<file path="config.mk">
export PLATFORM = sky130hd
export DESIGN_NAME = booth_mul_seq
export DESIGN_NICKNAME = d
export VERILOG_FILES = /design/src/rtl/booth_mul_seq.sv
export SDC_FILE = /design/constraint.sdc
export NUM_CORES = 1
export LEC_CHECK = 0
export ABC_AREA = 1
export CORE_MARGIN = 4
export CORE_UTILIZATION = 57
export DETAILED_ROUTE_END_ITERATION = 8
export DONT_BUFFER_PORTS = 1
export HOLD_SLACK_MARGIN = 0.02
export MAX_ROUTING_LAYER = met4
export PLACE_DENSITY = 0.82
export SLEW_MARGIN = 20
export SYNTH_ARGS = -nofsm -noshare
export SYNTH_HDL_FRONTEND = slang
export SYNTH_SLANG_ARGS = --single-unit
</file>
<file path="constraint.sdc">
create_clock -name in_clk -period 3.21 [get_ports in_clk]
set_input_delay 0.4815 -clock in_clk [delete_from_list [all_inputs] [get_ports in_clk]]
set_output_delay 0.4815 -clock in_clk [all_outputs]
set_load 0.05 [all_outputs]
</file>
<file path="src/rtl/booth_mul_seq.sv">
// Iterative radix-2 Booth signed multiplier with a 4-bit-group carry-lookahead adder.
// Optional macro BOOTH_EARLY_TERM_EN collapses trailing pure-shift steps into one barrel shift.
module booth_mul_seq #(
    parameter int WIDTH = 32
) (
    input  logic             in_clk,
    input  logic             in_reset_n,
    input  logic             in_start,
    input  logic [WIDTH-1:0] in_x,
    input  logic [WIDTH-1:0] in_y,
    output logic             out_busy,
    output logic             out_done,
    output logic [WIDTH-1:0] out_hi,
    output logic [WIDTH-1:0] out_lo
);

    localparam int CW = $clog2(WIDTH) + 1;
    localparam int NG = WIDTH / 4;

    typedef enum logic [1:0] {
        S_IDLE,
        S_RUN,
        S_DONE
    } state_t;

    state_t           state_q, state_d;
    logic [WIDTH:0]   m_q, m_d;
    logic [WIDTH:0]   a_q, a_d;
    logic [WIDTH-1:0] q_q, q_d;
    logic             qm1_q, qm1_d;
    logic [CW-1:0]    cnt_q, cnt_d;

    logic [WIDTH:0]   add_b;
    logic             add_cin;
    logic [WIDTH:0]   gen, prop, carry, sum;

    logic [WIDTH:0]   a_sh;
    logic [WIDTH-1:0] q_sh;
    logic             qm1_sh;

    // Booth recoding of {Q[0], q_m1}: subtract is A + ~M with carry-in 1.
    always_comb begin
        // NOTE: every combinational output gets a default first so no path infers a latch.
        add_b   = '0;
        add_cin = 1'b0;
        case ({q_q[0], qm1_q})
            2'b01:   add_b = m_q;
            2'b10: begin
                add_b   = ~m_q;
                add_cin = 1'b1;
            end
            default: ;
        endcase
    end

    // Lookahead inside each 4-bit group, group carries ripple; the extra sign bit
    // is a plain sum bit on top and the final carry-out is never formed.
    always_comb begin
        gen      = a_q & add_b;
        prop     = a_q ^ add_b;
        carry    = '0;
        carry[0] = add_cin;
        for (int k = 0; k < NG; k++) begin
            carry[4*k+1] = gen[4*k] | (prop[4*k] & carry[4*k]);
            carry[4*k+2] = gen[4*k+1] | (prop[4*k+1] & gen[4*k])
                         | (prop[4*k+1] & prop[4*k] & carry[4*k]);
            carry[4*k+3] = gen[4*k+2] | (prop[4*k+2] & gen[4*k+1])
                         | (prop[4*k+2] & prop[4*k+1] & gen[4*k])
                         | (prop[4*k+2] & prop[4*k+1] & prop[4*k] & carry[4*k]);
            carry[4*k+4] = gen[4*k+3] | (prop[4*k+3] & gen[4*k+2])
                         | (prop[4*k+3] & prop[4*k+2] & gen[4*k+1])
                         | (prop[4*k+3] & prop[4*k+2] & prop[4*k+1] & gen[4*k])
                         | (prop[4*k+3] & prop[4*k+2] & prop[4*k+1] & prop[4*k] & carry[4*k]);
        end
        sum = prop ^ carry;
    end

    assign a_sh   = {sum[WIDTH], sum[WIDTH:1]};
    assign q_sh   = {sum[0], q_q[WIDTH-1:1]};
    assign qm1_sh = q_q[0];

`ifdef BOOTH_EARLY_TERM_EN
    logic [CW-1:0]          rem;
    logic [WIDTH:0]         tail_bits;
    logic                   tail_uniform;
    logic signed [2*WIDTH+1:0] full_sh;

    // Remaining steps only look at q_m1 and the low `rem` bits of Q; if those all
    // match, each remaining step adds zero and just shifts.
    always_comb begin
        rem          = CW'(WIDTH - 1) - cnt_q;
        tail_bits    = {q_sh, qm1_sh};
        tail_uniform = (rem != '0);
        for (int i = 0; i <= WIDTH; i++) begin
            if (CW'(i) <= rem && tail_bits[i] != qm1_sh)
                tail_uniform = 1'b0;
        end
        full_sh = $signed({a_sh, q_sh, qm1_sh}) >>> rem;
    end
`endif

    always_comb begin
        state_d = state_q;
        m_d     = m_q;
        a_d     = a_q;
        q_d     = q_q;
        qm1_d   = qm1_q;
        cnt_d   = cnt_q;
        case (state_q)
            S_IDLE: begin
                if (in_start) begin
                    m_d     = {in_x[WIDTH-1], in_x};
                    a_d     = '0;
                    q_d     = in_y;
                    qm1_d   = 1'b0;
                    cnt_d   = '0;
                    state_d = S_RUN;
                end
            end
            S_RUN: begin
                a_d   = a_sh;
                q_d   = q_sh;
                qm1_d = qm1_sh;
                cnt_d = cnt_q + CW'(1);
                if (cnt_q == CW'(WIDTH - 1)) begin
                    state_d = S_DONE;
                end
`ifdef BOOTH_EARLY_TERM_EN
                else if (tail_uniform) begin
                    {a_d, q_d, qm1_d} = full_sh;
                    state_d           = S_DONE;
                end
`endif
            end
            S_DONE:  state_d = S_IDLE;
            default: state_d = S_IDLE;
        endcase
    end

    // NOTE: state uses non-blocking assignments so every register samples pre-edge values.
    // NOTE: datapath registers are reset too, so an aborted operation leaves nothing behind.
    always_ff @(posedge in_clk or negedge in_reset_n) begin
        if (!in_reset_n) begin
            state_q <= S_IDLE;
            m_q     <= '0;
            a_q     <= '0;
            q_q     <= '0;
            qm1_q   <= 1'b0;
            cnt_q   <= '0;
        end else begin
            state_q <= state_d;
            m_q     <= m_d;
            a_q     <= a_d;
            q_q     <= q_d;
            qm1_q   <= qm1_d;
            cnt_q   <= cnt_d;
        end
    end

    // Result registers load as DONE is left; the pulse and the new value appear together.
    always_ff @(posedge in_clk or negedge in_reset_n) begin
        if (!in_reset_n) begin
            out_done <= 1'b0;
            out_hi   <= '0;
            out_lo   <= '0;
        end else begin
            out_done <= (state_q == S_DONE);
            if (state_q == S_DONE) begin
                out_hi <= a_q[WIDTH-1:0];
                out_lo <= q_q;
            end
        end
    end

    assign out_busy = (state_q != S_IDLE);

endmodule
</file>
==> results by group, run 1 <==
Run status
  – Outcome: complete, but fails checks
  – Failing checks: hold timing

Cells and area
  – Layout net count: 1032
  – Area grow syn2layout: 11.40%
  – Reg area: 0.004255 sq mm
  – Layout cells sized above 1: 0.09701
  – Diode count: 0
  – Commonest non-fill, non-tap cell in the layout: nand2_1
  – Filler cell count: 1137
  – Most frequent cells in the layout: 272 x nand2_1, 169 x dfrtp_1, 111 x o21ai_0, 91 x inv_1, 41 x o22ai_1
  – Area occupied by multi-input gates: 0.003331 sq mm

STA
  – Hold WS: -0.2420 ns
  – Worst slew margin: 0.5530
  – Highest Clock Rate: 0.3271 GHz
  – Max-slew violation count: 0
  – Post-Route Skew: 0.007254 ns
  – Setup-failing EPs final: 0
  – Fin crit period: 3.058 ns
  – Setup ws final: 0.1524 ns
  – Worst-Margin Slew: 0.6705 ns
  – Setup TNS: 0 ns
  – Final Cycle Share: 0.9525
  – Final hold vios: 170

Logic synthesis
  – Library cells used by synthesis: 34
  – Main area contributors after synthesis: dfrtp_1 53%, nand2_1 13%, o21ai_0 7.3%, ha_1 5.1%, inv_1 4.3%
  – Synthesized flop and latch total: 170
  – Register area share after synthesis: 0.5280
  – Syn Std Cell Area: 0.008056 sq mm
  – Syn. warnings: 0
  – Post-synth top area share: 0.5280
  – Mapped Cells: 922
  – Syn Area/Cell: 8.738 sq um
  – Area leader, netlist: dfrtp_1
  – Syn nets: 1029

Die
  – Die Area: 0.01610 sq mm
  – Die height: 126.9 um
  – Chip Width: 126.9 um
  – Core Rows: 43
  – IO Pins: 133
  – Core Area: 0.01388 sq mm
  – Initial Utilization: 0.5804

Place
  – Port Buf Inserts: 0
  – Placer Congestion: 0.8758
  – Post-DP HPWL: 11850 um
  – Post-place setup slack: -0.1158 ns

Worst setup path
  – CP max FO: 11
  – Reg2Reg Capture Point: a_q[27]
  – Kind of critical path: reg -> reg
  – Data required, critical path: 3.50 ns
  – Worst setup SP type: flip-flop
  – Worst path arrival time: 3.35 ns
  – R2R depth: 23
  – Crit Reg-Reg Startpoint: qm1_q
  – Worst reg-to-reg setup slack: 0.15 ns
  – Worst setup EP type: flip-flop

Detailed routing
  – Initial DRC count: 602
  – Vias per cell: 5.556
  – DRT Wirelength: 18390 um
  – Total vias in the final route: 6212
  – DRC viols: 0
  – First-pass detailed-route iteration total: 7
  – Routed Antenna Nets: 0
  – Routed WL per cell: 16.44 um

Global routing
  – Met3 global-route usage: 0.05305
  – Gr busiest metal: met2
  – Vias in the first global route: 6132
  – Routing usage on met2: 0.3864
  – Initial antenna violation count: 0
  – Met1 Use GR: 0.3092
  – Pin count of the biggest net entering global routing: 171
  – Grt total ovfl: 0
  – GRT Total Usage: 0.2432
  – First-pass GRT wire length: 30400 um

Clocking
  – Root Buffer: clkbuf_16
  – CTS tree: built
  – Total CTS buffers: 17
  – Worst-path clk slew: 0.06 ns
  – Clock Sinks: 170
  – Skew-Pair Late Insertion Delay: 0.42 ns
  – H-tree Lvls: 4
  – Clk buf depth: 2

Hold path
  – Worst hold path class: in -> async

Flow run
  – Max-cap violations: 0
-- cells by family after synthesis --
family / synth area share
simple gates: 0.1809
xor+xnor: 0.01196
compound gates: 0.1457
fa+ha+maj: 0.06864
buf+inv: 0.06476
flops: 0.5280
-- repair_timing --
| action | CTS | global route |
|---|---|---|
| endpoints found under the setup margin | 3 | 4 |
| setup buffers | 0 | 14 |
| pin swaps | 0 | 12 |
| resized for setup | 3 | 20 |
| hold endpoints to repair | 170 | 170 |
-- synthesized netlist by cell type, drive strengths merged --
cell type  count
a211oi         1
a21o           2
a21oi         39
a22o           1
a22oi          8
and3           2
buf            4
clkbuf        39
clkinv         1
dfrtp        170
fa             7
ha            33
inv           93
nand2        292
nand3         21
nand4          1
nor2          27
nor3           5
o21a           1
o21ai        119
o221ai         1
o22ai         41
o32ai          2
or2            1
xnor2          9
xor2           2
-- worst max-delay path, cell delays in order (launching register included) --
cell and delay (ns):
dfrtp_1 0.39, inv_4 0.10, nor2_4 0.06, buf_8 0.14
nand2_1 0.05, o21ai_0 0.08, ha_1 0.39, nand3_1 0.10
nor2_1 0.16, nand2_2 0.10, nand2_4 0.10, nand2_4 0.05
nand2_4 0.08, nand2_4 0.05, nand2_4 0.08, nand2_4 0.05
nand2_4 0.08, nand2_4 0.06, nand2_4 0.10, nand2_4 0.05
nand2_4 0.08, fa_2 0.42, nand2_1 0.07, o21ai_1 0.06
-- per-layer routing --
metal | up-vias | part of all wire
li1 | 3016 | -
met1 | 2965 | 0.42
met2 | 191 | 0.49
met3 | 40 | 0.060
met4 | 0 | 0.025
met5 | - | 0
-- cell type report --
cell class,count,share of cell area
Clock inverter,8,0.01310
Tap cell,180,0.02509
Clock buffer,24,0.05256
Sequential cell,170,0.4741
Multi-Input combinational cell,615,0.3711
Timing Repair Buffer,27,0.02426
Inverter,94,0.03973
-- sequential cells by signal (all words and copies together) (netlist names) --
| signal | flops |
|---|---|
| qm1_q | 1 |
| q_q | 32 |
| state_q | 2 |
| a_q | 32 |
| out_lo | 32 |
| out_done | 1 |
| m_q | 32 |
| cnt_q | 6 |
| out_hi | 32 |
-- metrics by stage --
stage / cell area (sq um) / utilization / cells
2_1_floorplan: 8056 / - / 922
3_3_place_gp: 8222 / 0.5923 / 1072
3_5_place_dp: 8222 / 0.5923 / 1072
4_1_cts: 8822 / 0.6356 / 1104
5_1_grt: 8975 / 0.6466 / 1118
6_report: 8975 / 0.6466 / 1118
-- how the worst max path moves through the flow --
stage	start	endpoint	slack, ns
2_1_floorplan	q_q[0]	a_q[28]	0.07
3_3_place_gp	qm1_q	a_q[28]	0.04
3_5_place_dp	qm1_q	a_q[28]	-0.12
4_1_cts	q_q[0]	a_q[28]	0.02
5_1_grt	qm1_q	a_q[27]	-0.05
6_report	qm1_q	a_q[27]	0.15
Power of run 1 is left out: the tool's default activity adds up to more than one toggle a clock period on the data nets, which glitch-free logic cannot reach.
==> run 2: changes to the inputs <==
--- a/config.mk
+++ b/config.mk
@@ -6,13 +6,12 @@
 export NUM_CORES = 1
 export LEC_CHECK = 0
 export ABC_AREA = 1
-export CORE_MARGIN = 4
-export CORE_UTILIZATION = 57
+export CORE_UTILIZATION = 45
 export DETAILED_ROUTE_END_ITERATION = 8
 export DONT_BUFFER_PORTS = 1
 export HOLD_SLACK_MARGIN = 0.02
 export MAX_ROUTING_LAYER = met4
-export PLACE_DENSITY = 0.82
+export PLACE_DENSITY = 0.69
 export SLEW_MARGIN = 20
 export SYNTH_ARGS = -nofsm -noshare
 export SYNTH_HDL_FRONTEND = slang
==> run 2 against run 1 <==
  * The run still ends with hold timing left
  * Sequential share of layout area is essentially flat
  * Critical path type unchanged
  * Global-route usage decreased by 3.0 points
  * Critical path depth decreased by 2
  * Die area grew 15%
  * Via count fell by 2.2%
  * Core utilization decreased by 13 points
  * First-iteration DRC count is 33% lower
  * Maximum frequency rose by 0.54%
==> results by group, run 2 (synthesis results as in run 1) <==
Global routing
  – Grt total ovfl: 0 (unchanged)
  – Vias in the first global route: 5902 (-3.8%)
  – GRT Total Usage: 0.2128 (-0.03031)
  – First-pass GRT wire length: 29520 um (-2.9%)
  – Initial antenna violation count: 0 (unchanged)
  – Pin count of the biggest net entering global routing: 171 (unchanged)

Die
  – Die Area: 0.01844 sq mm (+15%)
  – Core Rows: 48 (+12%)
  – Core Area: 0.01742 sq mm (+25%)
  – Chip Width: 135.8 um (+7.0%)
  – Die height: 135.8 um (+7.0%)
  – Initial Utilization: 0.4626 (-0.1178)
  – IO Pins: 133 (unchanged)

STA
  – Post-Route Skew: 0.007183 ns (-0.00007089 ns)
  – Final hold vios: 170 (unchanged)
  – Highest Clock Rate: 0.3288 GHz (+0.54%)
  – Max-slew violation count: 0 (unchanged)
  – Hold WS: -0.2398 ns (+0.002161 ns)
  – Final Cycle Share: 0.9474 (-0.005153)
  – Setup TNS: 0 ns (unchanged)
  – Setup-failing EPs final: 0 (unchanged)
  – Worst slew margin: 0.2933 (-0.2597)
  – Fin crit period: 3.041 ns (-0.01654 ns)
  – Worst-Margin Slew: 1.060 ns (+0.3895 ns)

Clocking
  – Skew-Pair Late Insertion Delay: 0.42 ns (about the same)
  – Total CTS buffers: 17 (unchanged)
  – Worst-path clk slew: 0.06 ns (about the same)
  – Clk buf depth: 2 (unchanged)
  – Clock Sinks: 170 (unchanged)
  – Root Buffer: clkbuf_16
  – H-tree Lvls: 4 (unchanged)
  – CTS tree: built

Place
  – # placed instances: 1116 (+4.1%)
  – Port Buf Inserts: 0 (unchanged)
  – Post-DP HPWL: 11760 um (-0.75%)
  – DP Area: 0.008270 sq mm (+0.59%)
  – Placer Congestion: 0.8481 (-3.2%)

Detailed routing
  – Initial DRC count: 406 (-33%)
  – DRT Wirelength: 17960 um (-2.3%)
  – First-pass detailed-route iteration total: 5 (-2)
  – DRC viols: 0 (unchanged)
  – Vias per cell: 5.253 (-5.5%)
  – Routed WL per cell: 15.53 um (-5.5%)
  – Total vias in the final route: 6073 (-2.2%)
  – Routed Antenna Nets: 0 (unchanged)

Power and ir drop
  – Pwr Density: 1338 mW/mm^2
  – Max rail drop VDD: 0.0005116 V
  – Static leakage: 4.557 nW

Flow run
  – Max-cap violations: 0 (unchanged)

Worst setup path
  – Delay-heaviest family, CP: simple AND/OR/NAND/NOR gates
  – CP cell instances: inv_4, buf_12, nand2_4, buf_4, o21ai_0, ha_1, nand3_1, nor2_1, a211oi_2, nand2_4, nand2_4, nand2_4, nand2_4, nand2_4, nand2_4, nand2_4, nand2_4, nand2_4, fa_2, xnor2_1, o22ai_1
  – CP max FO: 12 (+1)
  – Data required, critical path: 3.49 ns (about the same)
  – Kind of critical path: reg -> reg
  – Slowest stage delay, CP: 0.39 ns (-0.03 ns)
  – Slowest CP cell: dfrtp_1
  – Worst path arrival time: 3.32 ns (-0.03 ns)
  – Worst setup EP type: flip-flop
  – R2R depth: 21 (-8.7%)
  – Most common cell on crit path: nand2_4
  – Crit path buffers/inverters: 3 (+1)
  – Worst setup SP type: flip-flop
  – Worst path depth: 21 (-8.7%)

Cells and area
  – Commonest non-fill, non-tap cell in the layout: nand2_1
  – Most frequent cells in the layout: 272 x nand2_1, 169 x dfrtp_1, 116 x o21ai_0, 91 x inv_1, 41 x o22ai_1
  – Design Area, Final: 0.008981 sq mm (about the same)
  – Area grow syn2layout: 11.48% (about the same)
  – Layout net count: 1027 (-0.48%)
  – Diode count: 0 (unchanged)
  – Layout cells sized above 1: 0.08915 (-0.007863)
  – Final std cells w/o fill: 1156 (+3.4%)

Hold path
  – Worst hold path class: in -> async

Run status
  – Failing checks: hold timing
  – Outcome: complete, but fails checks
-- run 2: cell types whose count changed in the layout (fill, tap and decap cells not counted), sizes merged --
cell      change
buf           -5
clkinv        -3
clkinvlp      +2
clkbuf        -1
-- run 2: layer usage --
metal / share of wire / track usage
met3: 0.050 / 0.04040
met4: 0.020 / 0.07553
met5: 0 / -
met1: 0.45 / 0.2699
met2: 0.48 / 0.3393
-- run 2: layout make-up --
type | instances | area, sq um
Timing Repair Buffer | 22 | 177.7
Fill cell | 1636 | 8436
Sequential cell | 170 | 4255
Clock buffer | 23 | 467.9
Multi-Input combinational cell | 615 | 3324
Tap cell | 225 | 281.5
Clock inverter | 7 | 117.6
Inverter | 94 | 356.6
-- run 2: metrics by stage --
stage | power (mW) | utilization | setup slack, ns
6_report | 12.02 | 0.5157 | 0.1690
3_3_place_gp | 9.552 | 0.4749 | 0.03894
5_1_grt | 13.07 | 0.5157 | -0.009524
4_1_cts | 11.88 | 0.5092 | 0.04445
2_1_floorplan | 8.627 | - | 0.07433
3_5_place_dp | 9.757 | 0.4749 | -0.07387
-- run 2: power by group --
group | leakage (nW) | total [mW] | internal (mW) | switching (mW)
Combinational | 2.34 | 5.04 | 2.12 | 2.92
Sequential | 1.94 | 4.92 | 3.14 | 1.78
Clock | 0.275 | 2.06 | 1.26 | 0.800
-- run 2: path summary, 6_finish.rpt --
check | start | end | slack, ns
min in group in_clk | in_x[14] | m_q[14] | 0.16
setup reg to reg | qm1_q | a_q[28] | 0.17
hold / removal | in_reset_n | m_q[20] | -0.24
hold reg to reg | m_q[21] | m_q[21] | 0.50
setup / recovery | qm1_q | a_q[28] | 0.17
max in group asynchronous | in_reset_n | a_q[19] | 3.22
-- run 2: timing repair --
| action | 4_1_cts | 5_1_grt |
|---|---|---|
| endpoints found under the setup margin | 2 | 3 |
| pin swaps | 0 | 6 |
| hold endpoints to repair | 170 | 170 |
| setup buffers | 0 | 11 |
| resized for setup | 3 | 9 |
Note: power is estimated with default switching activity, not from simulation.
